**config.mk**
```make
export PLATFORM = sky130hd
export DESIGN_NAME = sort_memory
export DESIGN_NICKNAME = d
export VERILOG_FILES = /design/src/rtl/sort_mem_pkg.sv /design/src/rtl/sort_mem_array.sv /design/src/rtl/sort_memory.sv
export SDC_FILE = /design/constraint.sdc
export NUM_CORES = 1
export LEC_CHECK = 0
export CAP_MARGIN = 20
export CORE_MARGIN = 1
export CORE_UTILIZATION = 40
export CTS_CLUSTER_SIZE = 28
export DETAILED_ROUTE_END_ITERATION = 10
export PLACE_DENSITY = 0.52
export SLEW_MARGIN = 0
export SYNTH_ARGS = -nofsm -noshare
export SYNTH_HDL_FRONTEND = slang
export SYNTH_SLANG_ARGS = --single-unit
```
**constraint.sdc**
```tcl
create_clock -name clk -period 4.6 [get_ports clk]
set_input_delay 0.92 -clock clk [delete_from_list [all_inputs] [get_ports clk]]
set_output_delay 0.92 -clock clk [all_outputs]
set_load 0.1 [all_outputs]
```
**src/rtl/sort_mem_pkg.sv**
```systemverilog
// Shared constants and FSM encodings for the sort circuit's memory slave.
// Response codes are plain integers so each user can size them to its own response width.
package sort_mem_pkg;

    localparam int CNT_WDTH    = 4;
    localparam int RESP_OKAY   = 0;
    localparam int RESP_SLVERR = 1;

    typedef enum logic [1:0] {
        R_IDLE = 2'd0,
        R_WAIT = 2'd1,
        R_RESP = 2'd2
    } rd_state_e;

    typedef enum logic [1:0] {
        W_IDLE = 2'd0,
        W_WAIT = 2'd1,
        W_RESP = 2'd2
    } wr_state_e;

endpackage

```
**src/rtl/sort_mem_array.sv**
```systemverilog
// Word array with one synchronous write port and one asynchronous read port.
// Address range checks are the parent's job; only in-range addresses reach the write port.
module sort_mem_array #(
    parameter int ADDR_WDTH = 4,
    parameter int DATA_WDTH = 32,
    parameter int MEM_DEPTH = 16
) (
    input  logic                 clk,
    input  logic                 wr_en,
    input  logic [ADDR_WDTH-1:0] wr_addr,
    input  logic [DATA_WDTH-1:0] wr_data,
    input  logic [ADDR_WDTH-1:0] rd_addr,
    output logic [DATA_WDTH-1:0] rd_data
);

    logic [DATA_WDTH-1:0] mem [MEM_DEPTH];

    // NOTE: the array has no reset; its contents survive rst_n and only the control path restarts.
    always_ff @(posedge clk) begin
        if (wr_en) begin
            mem[wr_addr] <= wr_data;
        end
    end

    assign rd_data = mem[rd_addr];

endmodule

```
**src/rtl/sort_memory.sv**
```systemverilog
// Word-addressed memory slave terminating AR/R and AW/W/B handshakes for the sorter.
// Independent read and write FSMs, each with a programmable wait before its response.
module sort_memory
    import sort_mem_pkg::*;
#(
    parameter int ADDR_WDTH = 4,
    parameter int DATA_WDTH = 32,
    parameter int RESP_WDTH = 1,
    parameter int MEM_DEPTH = 16,
    parameter int RD_WAIT   = 0,
    parameter int WR_WAIT   = 0
) (
    input  logic                 clk,
    input  logic                 rst_n,
    input  logic                 ar_valid,
    output logic                 ar_ready,
    input  logic [ADDR_WDTH-1:0] ar_address,
    output logic                 r_valid,
    input  logic                 r_ready,
    output logic [DATA_WDTH-1:0] r_data,
    output logic [RESP_WDTH-1:0] r_resp,
    input  logic                 aw_valid,
    output logic                 aw_ready,
    input  logic [ADDR_WDTH-1:0] aw_address,
    input  logic                 w_valid,
    output logic                 w_ready,
    input  logic [DATA_WDTH-1:0] w_data,
    output logic                 b_valid,
    input  logic                 b_ready,
    output logic [RESP_WDTH-1:0] b_resp
);

    localparam logic [ADDR_WDTH:0] DEPTH_L = (ADDR_WDTH + 1)'(MEM_DEPTH);

    rd_state_e            rd_state, rd_next;
    wr_state_e            wr_state, wr_next;
    logic [CNT_WDTH-1:0]  rd_cnt, wr_cnt;
    logic                 live_q;
    logic                 aw_held, w_held;
    logic [ADDR_WDTH-1:0] aw_addr_q;
    logic [DATA_WDTH-1:0] w_data_q;
    logic [DATA_WDTH-1:0] arr_rd_data;
    logic                 ar_hs, aw_hs, w_hs, commit;
    logic                 rd_in_range, wr_in_range;

    // Readies stay low until the first edge after reset release, so every output is 0 in reset.
    always_ff @(posedge clk or negedge rst_n) begin
        if (!rst_n) live_q <= 1'b0;
        else        live_q <= 1'b1;
    end

    assign ar_ready = live_q && (rd_state == R_IDLE);
    assign aw_ready = live_q && !aw_held && (wr_state == W_IDLE);
    assign w_ready  = live_q && !w_held  && (wr_state == W_IDLE);
    assign r_valid  = (rd_state == R_RESP);
    assign b_valid  = (wr_state == W_RESP);

    assign ar_hs       = ar_valid && ar_ready;
    assign aw_hs       = aw_valid && aw_ready;
    assign w_hs        = w_valid  && w_ready;
    assign commit      = (wr_state == W_IDLE) && aw_held && w_held;
    assign rd_in_range = {1'b0, ar_address} < DEPTH_L;
    assign wr_in_range = {1'b0, aw_addr_q}  < DEPTH_L;

    sort_mem_array #(
        .ADDR_WDTH (ADDR_WDTH),
        .DATA_WDTH (DATA_WDTH),
        .MEM_DEPTH (MEM_DEPTH)
    ) u_array (
        .clk     (clk),
        .wr_en   (commit && wr_in_range),
        .wr_addr (aw_addr_q),
        .wr_data (w_data_q),
        .rd_addr (ar_address),
        .rd_data (arr_rd_data)
    );

    // ---------------- read path ----------------
    always_ff @(posedge clk or negedge rst_n) begin
        if (!rst_n) rd_state <= R_IDLE;
        else        rd_state <= rd_next;
    end

    // NOTE: rd_next is given a default before the case so no path leaves it unassigned (no latch).
    always_comb begin
        rd_next = rd_state;
        case (rd_state)
            R_IDLE: if (ar_hs) rd_next = (RD_WAIT == 0) ? R_RESP : R_WAIT;
            R_WAIT: if (rd_cnt == CNT_WDTH'(1)) rd_next = R_RESP;
            R_RESP: if (r_ready) rd_next = R_IDLE;
            default: rd_next = R_IDLE;
        endcase
    end

    // NOTE: state and data registers use non-blocking assignments so every flop samples pre-edge values.
    always_ff @(posedge clk or negedge rst_n) begin
        if (!rst_n) begin
            rd_cnt <= '0;
            r_data <= '0;
            r_resp <= '0;
        end else if (ar_hs) begin
            rd_cnt <= CNT_WDTH'(RD_WAIT);
            r_data <= rd_in_range ? arr_rd_data : '0;
            r_resp <= rd_in_range ? RESP_WDTH'(RESP_OKAY) : RESP_WDTH'(RESP_SLVERR);
        end else if (rd_state == R_WAIT) begin
            rd_cnt <= rd_cnt - CNT_WDTH'(1);
        end
    end

    // ---------------- write path ----------------
    always_ff @(posedge clk or negedge rst_n) begin
        if (!rst_n) wr_state <= W_IDLE;
        else        wr_state <= wr_next;
    end

    always_comb begin
        wr_next = wr_state;
        case (wr_state)
            W_IDLE: if (commit) wr_next = (WR_WAIT == 0) ? W_RESP : W_WAIT;
            W_WAIT: if (wr_cnt == CNT_WDTH'(1)) wr_next = W_RESP;
            W_RESP: if (b_ready) wr_next = W_IDLE;
            default: wr_next = W_IDLE;
        endcase
    end

    // AW and W are captured independently; the commit cycle consumes both at once.
    always_ff @(posedge clk or negedge rst_n) begin
        if (!rst_n) begin
            aw_held   <= 1'b0;
            w_held    <= 1'b0;
            aw_addr_q <= '0;
            w_data_q  <= '0;
        end else if (commit) begin
            aw_held <= 1'b0;
            w_held  <= 1'b0;
        end else begin
            if (aw_hs) begin
                aw_held   <= 1'b1;
                aw_addr_q <= aw_address;
            end
            if (w_hs) begin
                w_held   <= 1'b1;
                w_data_q <= w_data;
            end
        end
    end

    always_ff @(posedge clk or negedge rst_n) begin
        if (!rst_n) begin
            wr_cnt <= '0;
            b_resp <= '0;
        end else if (commit) begin
            wr_cnt <= CNT_WDTH'(WR_WAIT);
            b_resp <= wr_in_range ? RESP_WDTH'(RESP_OKAY) : RESP_WDTH'(RESP_SLVERR);
        end else if (wr_state == W_WAIT) begin
            wr_cnt <= wr_cnt - CNT_WDTH'(1);
        end
    end

endmodule

```
== After elaboration in Yosys (flattened, before gate mapping) ==
Memory sizes are Yosys's and may differ from the RTL's. A register that Yosys moved wholly into a read port is not among the register bits.
Cells that the tools add are included.

* Flip-flop bits (word level): 51
* Latch bits: 0
* Memory bits (writable): 512
* Bits in read-only memories: 0
* Output and inout bits: 39
* Memories kept: 1

{| class="wikitable"
|+ Memories
! name !! words !! bits a word !! rd ports !! clocked after memory_dff !! write ports !! line !! source
|-
| u_array.mem || 16 || 32 || 1 || 1 || 1 || sort_mem_array.sv:16 || <nowiki>logic [DATA_WDTH-1:0] mem [MEM_DEPTH];</nowiki>
|}

* Add/subtract/negate cells: 2
* Multipliers: 0
* Div/mod/pow operators: 0
* Order comparisons: 0
* Equality and inequality tests: 12
* Shifts and indexed selects: 0
* Multiplexer cells: 18
* Bitwise gates (word level): 1
* Reduce and logical (&&, ||, !) cells: 23

{| class="wikitable"
|+ Operators by type and width
! cell !! count
|-
| 2-to-1 mux 4 bit || 4
|-
| 2-to-1 mux 2 bit || 6
|-
| one-hot mux 2 bit (3 select lines) || 2
|-
| logical AND 1 bit || 10
|-
| equality test 4 x 1 -> 1 bit, second input constant || 2
|-
| != test 2 bit, second input constant || 4
|-
| nonzero test 2 bit || 4
|-
| subtractor 4 x 1 -> 4 bit, second input constant || 2
|-
| 2-to-1 mux 1 bit || 6
|-
| AND reduction 3 bit || 2
|-
| equality test 2 x 1 -> 1 bit, second input constant || 2
|-
| equality test 2 bit, second input constant || 2
|-
| zero test 2 bit || 2
|-
| != test 2 x 1 -> 1 bit, second input constant || 2
|-
| AND reduction 2 bit || 2
|-
| zero test 1 bit || 3
|-
| NOT 1 bit || 1
|}

== Longest topological paths before layout ==
* Depth in word-level cells: 6
* Depth in mapped cells: 8
* Depth with buffers taken out: 4

== Cells and area by module ==
A second synthesis with hierarchy kept.

* Cells, all modules: 974
* Area total of the unflattened synthesis: 22103.7 sq um

{| class="wikitable"
|+ Modules (own cells, without submodules)
! module !! times used !! cells each !! area an instance (sq um)
|-
| sort_mem_array || 1 || 806 || 19213.4
|-
| sort_memory || 1 || 168 || 2890.3
|}

== Least setup slack after synthesis ==
Ideal clock, no wire load.

* Kind: reg2reg
* Start: register wr_state[1]
* End: memory u_array.mem[0][0] (enable)
* Arrival: 3471 ps
* Setup slack: 668 ps
* Cell stages (with the launch flop): 4
* Clock period less this slack: 3932 ps
* Cell sequence: dfrtp_1 -> nor3_1 -> nand2b_1 -> nor3_1

* Cells in the longest elaborated chain, start to end: 5

{| class="wikitable"
|+ RTL lines
! element !! line !! source
|-
| from (decl) || sort_memory.sv:36 || <nowiki>wr_state_e wr_state, wr_next;</nowiki>
|-
| from (signal assigned) || sort_memory.sv:113 || <nowiki>else wr_state <= wr_next;</nowiki>
|-
| zero test 2 bit || sort_memory.sv:61 || <nowiki>assign commit = (wr_state == W_IDLE) && aw_held && w_held;</nowiki>
|-
| logical AND 1 bit (2 in series) || sort_memory.sv:61 ||
|-
| 2-to-1 mux 1 bit || sort_mem_array.sv:20 || <nowiki>if (wr_en) begin</nowiki>
|-
| 2-to-1 mux 1 bit (not written as such) || sort_mem_array.sv:21 || <nowiki>mem[wr_addr] <= wr_data;</nowiki>
|-
| to (decl) || sort_mem_array.sv:16 ||
|}

Every way passes these cells.

== Final worst setup path ==
* Start: register live_q
* End: output aw_ready

* Cells in the longest elaborated chain, start to end: 2

{| class="wikitable"
|+ RTL lines
! element !! line !! source
|-
| from (decl) || sort_memory.sv:38 || <nowiki>logic live_q;</nowiki>
|-
| from (signal assigned) || sort_memory.sv:48 || <nowiki>if (!rst_n) live_q <= 1'b0;</nowiki>
|-
| from (signal assigned) || sort_memory.sv:49 || <nowiki>else live_q <= 1'b1;</nowiki>
|-
| logical AND 1 bit (2 in series) || sort_memory.sv:53 || <nowiki>assign aw_ready = live_q && !aw_held && (wr_state == W_IDLE);</nowiki>
|-
| to (decl) || sort_memory.sv:23 || <nowiki>output logic aw_ready,</nowiki>
|}

Every way passes these cells.

==> impl_results.html <==
<table>
<tr><th>Metric</th><th>Value</th></tr>
<tr><th colspan="2">Outcome</th></tr>
<tr><td>Status</td><td>completed</td></tr>
<tr><th colspan="2">Critical path</th></tr>
<tr><td>Number of buffers and inverters on the critical path</td><td>1</td></tr>
<tr><td>Capturing element type of the critical path</td><td>primary output</td></tr>
<tr><td>Top delay family on crit path</td><td>buffers and inverters</td></tr>
<tr><td>Critical path's largest stage delay</td><td>1.15 ns</td></tr>
<tr><td>Critical path origin</td><td>live_q$_DFF_PN0_</td></tr>
<tr><td>Data required time at the worst endpoint</td><td>3.68 ns</td></tr>
<tr><td>Crit path capture</td><td>aw_ready</td></tr>
<tr><td>Startpoint of the worst register-to-register path</td><td>w_held$_DFFE_PN0P_</td></tr>
<tr><td>Slowest cell on crit path</td><td>sky130_fd_sc_hd__clkdlybuf4s50_1</td></tr>
<tr><td>Data arrival time of the worst path</td><td>2.68 ns</td></tr>
<tr><td>Critical setup path kind</td><td>reg -&gt; out</td></tr>
<tr><td>Cells along the critical path</td><td>nand2b_1 &gt; nor2_1 &gt; clkdlybuf4s50_1</td></tr>
<tr><td>Reg-to-reg slack, setup</td><td>2.01 ns</td></tr>
<tr><td>Maximum fanout encountered on the critical timing path</td><td>3</td></tr>
<tr><td>Reg-to-reg endpoint</td><td>u_array.mem[5][19]$_DFFE_PP_</td></tr>
<tr><td>Number of cells on the critical path</td><td>3</td></tr>
<tr><td>Crit start category</td><td>register</td></tr>
<tr><td>Logic depth of the worst register-to-register path</td><td>5</td></tr>
<tr><th colspan="2">Placed design</th></tr>
<tr><td>Final RePlAce weighted congestion</td><td>0.701</td></tr>
<tr><td>Post-detailed-placement half-perimeter wirelength</td><td>28700 um</td></tr>
<tr><td>Cell Area, Placed</td><td>0.0241 sq mm</td></tr>
<tr><td>Count of input and output buffers</td><td>83</td></tr>
<tr><td>Instance count after placement with tap cells included</td><td>1861</td></tr>
<tr><th colspan="2">Global routing</th></tr>
<tr><td>First-pass GRT wire length</td><td>75800 um</td></tr>
<tr><td>Final global-route overflow total</td><td>0</td></tr>
<tr><td>Largest net degree at the start of global routing</td><td>50</td></tr>
<tr><td>Antenna violations before repair</td><td>0</td></tr>
<tr><td>Global-route total usage across every layer</td><td>0.187</td></tr>
<tr><td>Number of global-route vias before repair</td><td>11000</td></tr>
<tr><th colspan="2">STA</th></tr>
<tr><td>Final Critical Period</td><td>3.60 ns</td></tr>
<tr><td>Part of the cycle the worst path needs</td><td>0.782</td></tr>
<tr><td>Number of hold violations in the final report</td><td>0</td></tr>
<tr><td>Actual transition at the worst max-transition pin</td><td>0.995 ns</td></tr>
<tr><td>Tightest slew margin relative to the limit</td><td>0.335</td></tr>
<tr><td>Number of setup violations in the final report</td><td>0</td></tr>
<tr><td>Highest clock rate</td><td>278 MHz</td></tr>
<tr><td>Worst clock skew on the final layout</td><td>0.0217 ns</td></tr>
<tr><td>Final setup TNS</td><td>0 ns</td></tr>
<tr><td>Max-slew violations</td><td>0</td></tr>
<tr><td>Setup repair after global routing missed its margin</td><td>no</td></tr>
<tr><th colspan="2">Synthesis</th></tr>
<tr><td>Average cell area after synthesis</td><td>21.0 sq um</td></tr>
<tr><td>Count of flip-flops with a built-in enable after synthesis</td><td>512</td></tr>
<tr><td>Top post-synthesis cells by area</td><td>sky130_fd_sc_hd__edfxtp_1 (69%), sky130_fd_sc_hd__mux4_2 (9.6%), sky130_fd_sc_hd__dfrtp_1 (8.2%)</td></tr>
<tr><td>Most frequent cells after synthesis</td><td>sky130_fd_sc_hd__edfxtp_1 (512), sky130_fd_sc_hd__mux4_2 (95), sky130_fd_sc_hd__dfrtp_1 (73)</td></tr>
<tr><td>Post-synthesis share of cell area spent on xor and xnor gates</td><td>0</td></tr>
<tr><td>Share of synthesized area occupied by flip-flops and latches</td><td>0.776</td></tr>
<tr><td>Area of the mapped netlist</td><td>0.0222 sq mm</td></tr>
<tr><td>Most common cell in the netlist</td><td>sky130_fd_sc_hd__edfxtp_1</td></tr>
<tr><td>Compound-gate portion of the synthesized area</td><td>0.0380</td></tr>
<tr><td>Synthesized instance count</td><td>1058</td></tr>
<tr><td>Post-synthesis share of cell area spent on and, or, nand and nor gates</td><td>0.0111</td></tr>
<tr><td>Cell type with the highest aggregate area in the netlist</td><td>sky130_fd_sc_hd__edfxtp_1</td></tr>
<tr><td>Portion of netlist area occupied by mux cells</td><td>0.161</td></tr>
<tr><td>Synthesized flop and latch total</td><td>585</td></tr>
<tr><td>Post-synthesis adder-cell area fraction</td><td>0</td></tr>
<tr><td>Prevailing post-synth register cell</td><td>sky130_fd_sc_hd__edfxtp_1</td></tr>
<tr><td>Dominant combinational cell family by area after synthesis</td><td>multiplexers</td></tr>
<tr><td>Synth unique cells</td><td>30</td></tr>
<tr><td>Asr flop ratio synth</td><td>0.125</td></tr>
<tr><td>Number of synthesis warnings</td><td>0</td></tr>
<tr><td>Portion of synthesized cell area occupied by the leading cell type</td><td>0.693</td></tr>
<tr><th colspan="2">Clocking</th></tr>
<tr><td>Clock transition at the registers of the reported paths</td><td>0.06 ns</td></tr>
<tr><td>Clock tree buffer depth</td><td>3</td></tr>
<tr><td>Number of buffers added by the clock tree synthesis step</td><td>60</td></tr>
<tr><td>CTS sink cnt</td><td>585</td></tr>
<tr><td>Number of cells upsized or downsized after cts</td><td>0</td></tr>
<tr><td>Post-CTS Setup Inserts</td><td>0</td></tr>
<tr><td>TritonCTS clock tree</td><td>yes</td></tr>
<tr><td>Clk Latency, worst-skew pair</td><td>0.62 ns</td></tr>
<tr><td>Count of hold buffers inserted by post-cts repair</td><td>0</td></tr>
<tr><td>Cell chosen for the clock root</td><td>sky130_fd_sc_hd__clkbuf_16</td></tr>
<tr><td>Number of levels the H-tree was split into</td><td>2</td></tr>
<tr><th colspan="2">Die</th></tr>
<tr><td>Width of the die</td><td>237 um</td></tr>
<tr><td>Core ar.</td><td>0.0543 sq mm</td></tr>
<tr><td>Die area</td><td>0.0564 sq mm</td></tr>
<tr><td>Row count</td><td>85</td></tr>
<tr><td>Height of the die</td><td>237 um</td></tr>
<tr><td>Effective utilization at floorplan</td><td>0.408</td></tr>
<tr><td>Top-level I/O count</td><td>86</td></tr>
<tr><th colspan="2">Finish</th></tr>
<tr><td>Final-stage net count</td><td>1231</td></tr>
<tr><td>Finished layout cell area</td><td>0.0262 sq mm</td></tr>
<tr><td># fillers</td><td>4470</td></tr>
<tr><td>Final standard cell count with taps included and fillers excluded</td><td>1975</td></tr>
<tr><td>Diodes inserted</td><td>0</td></tr>
<tr><td>Layout Area Growth over Synthesis</td><td>18.0%</td></tr>
<tr><td>Layout cell share with drive strength beyond 1</td><td>0.258</td></tr>
<tr><td>Core utilization of the finished layout</td><td>0.481</td></tr>
<tr><th colspan="2">Route</th></tr>
<tr><td>Routed vias</td><td>10500</td></tr>
<tr><td>First DRT Iteration DRCs</td><td>847</td></tr>
<tr><td>Count of unresolved DRC violations after routing</td><td>0</td></tr>
<tr><td>Wirelength per Cell</td><td>26.1 um</td></tr>
<tr><td>Ratio of routed vias to standard cells</td><td>5.33</td></tr>
<tr><td>Aggregate routed wire length</td><td>51600 um</td></tr>
<tr><td>Final ANT Viol Nets</td><td>0</td></tr>
<tr><td>Number of detailed-routing iterations run before antenna repair</td><td>5</td></tr>
<tr><th colspan="2">Power and ir drop</th></tr>
<tr><td>Switching part of the total power</td><td>0.270</td></tr>
<tr><td>Power share of the combinational group</td><td>0.115</td></tr>
<tr><td>Peak supply drop</td><td>0.347 mV</td></tr>
<tr><td>Internal</td><td>10500 uW</td></tr>
<tr><td>Clock network power share</td><td>0.351</td></tr>
<tr><td>Sw Pwr</td><td>3870 uW</td></tr>
<tr><td>Leakage power</td><td>0.00868 uW</td></tr>
<tr><td>Total power density per cell area</td><td>548 mW/mm^2</td></tr>
<tr><td>Sequential power share</td><td>0.534</td></tr>
<tr><td>Total power of the final layout</td><td>14300 uW</td></tr>
<tr><th colspan="2">Run</th></tr>
<tr><td>Total of max-cap violations</td><td>0</td></tr>
<tr><th colspan="2">Hold path</th></tr>
<tr><td>Min-delay worst type</td><td>in -&gt; async</td></tr>
</table>
-- per-layer routing --
layer,vias to the layer above,GRT usage,part of all wire
met5,-,0,0
met4,0,0.0475,0.018
met3,67,0.0259,0.041
met2,238,0.308,0.49
met1,5636,0.263,0.45
li1,4593,-,-
-- sequential cells by signal, indices dropped and copies added (netlist names) --
name,flops
u_array.mem,512
r_data,32
live_q,1
w_held,1
rd_state,1
aw_addr_q,4
wr_state,1
w_data_q,32
aw_held,1
-- cells by family (layout without fill, tap and decap cells) --
group,count (synthesis),count (layout)
compound gates,127,127
buf+inv,63,240
flops,585,585
mux,230,230
other cells,2,3
simple gates,51,51
-- worst reg2reg max path: cells and delay by family (launching register included) --
family                 cells  cell delay (ns)
AND/OR/NAND/NOR            4             1.38
flip-flops                 1             0.39
buffers and inverters      1             0.47
-- metrics by stage --
stage | setup WS [ns] | hold WS [ns]
finish | 1.00 | 0.271
floorplan | 0.668 | 0.496
global placement | 1.53 | 0.510
CTS | 0.931 | 0.263
global route | 0.934 | 0.276
detailed placement | 1.50 | 0.517
-- power groups by stage --
stage / combinational (uW) / sequential (uW) / clock, uW
after floorplan: 675 / 7950 / 0
after global placement: 1660 / 7750 / 0
after detailed placement: 1670 / 7790 / 0
after CTS: 1680 / 7680 / 5120
after global routing: 1740 / 7780 / 5330
final: 1650 / 7670 / 5030
-- worst min path at each step --
stage | start | endpoint | slack, ns | cells after the start
finish | rst_n | w_data_q[6]$_DFFE_PN0P_ | 0.27 | 1
global placement | r_data[25]$_DFFE_PN0P_ | r_data[25]$_DFFE_PN0P_ | 0.51 | 2
global route | rst_n | w_data_q[6]$_DFFE_PN0P_ | 0.28 | 1
floorplan | aw_held$_DFFE_PN0P_ | aw_held$_DFFE_PN0P_ | 0.50 | 1
detailed placement | r_data[25]$_DFFE_PN0P_ | r_data[25]$_DFFE_PN0P_ | 0.52 | 2
CTS | rst_n | w_data_q[6]$_DFFE_PN0P_ | 0.26 | 1
-- layout by cell type, fill, tap and decap left out, types with 2 or more instances in the layout --
cell | netlist | final
sky130_fd_sc_hd__a22oi_1 | 32 | 32
sky130_fd_sc_hd__inv_6 | 0 | 2
sky130_fd_sc_hd__inv_1 | 3 | 3
sky130_fd_sc_hd__buf_12 | 0 | 2
sky130_fd_sc_hd__clkinv_2 | 0 | 8
sky130_fd_sc_hd__and2_1 | 3 | 2
sky130_fd_sc_hd__o21ai_0 | 46 | 46
sky130_fd_sc_hd__clkbuf_8 | 0 | 10
sky130_fd_sc_hd__nor2_4 | 0 | 13
sky130_fd_sc_hd__conb_1 | 2 | 3
sky130_fd_sc_hd__a21o_1 | 2 | 2
sky130_fd_sc_hd__dfrtp_1 | 73 | 73
sky130_fd_sc_hd__clkdlybuf4s50_1 | 0 | 79
sky130_fd_sc_hd__clkbuf_16 | 0 | 61
sky130_fd_sc_hd__mux4_2 | 95 | 95
sky130_fd_sc_hd__nor2b_1 | 4 | 3
sky130_fd_sc_hd__nand2_1 | 7 | 7
sky130_fd_sc_hd__nor2_1 | 19 | 5
sky130_fd_sc_hd__nor3_2 | 0 | 4
sky130_fd_sc_hd__bufinv_16 | 0 | 8
sky130_fd_sc_hd__mux2i_1 | 66 | 66
sky130_fd_sc_hd__buf_4 | 5 | 40
sky130_fd_sc_hd__edfxtp_1 | 512 | 512
sky130_fd_sc_hd__nand3b_1 | 2 | 2
sky130_fd_sc_hd__nand3_1 | 3 | 3
sky130_fd_sc_hd__buf_6 | 3 | 2
sky130_fd_sc_hd__clkinv_1 | 0 | 9
sky130_fd_sc_hd__o21ai_1 | 14 | 14
sky130_fd_sc_hd__a22o_1 | 29 | 29
sky130_fd_sc_hd__mux2_2 | 69 | 69
sky130_fd_sc_hd__clkbuf_1 | 32 | 14
sky130_fd_sc_hd__nand2b_1 | 6 | 6
-- cell type report --
type	instances	area (sq um)	area share
Clock buffer	85	1720	0.0656
Clock inverter	29	348	0.0133
Inverter	3	11.3	0.000430
Multi-Input combinational cell	411	4810	0.184
Sequential cell	585	17200	0.657
Tap cell	739	925	0.0353
Timing Repair Buffer	123	1150	0.0441
Note: power is estimated with default switching activity, not from simulation.
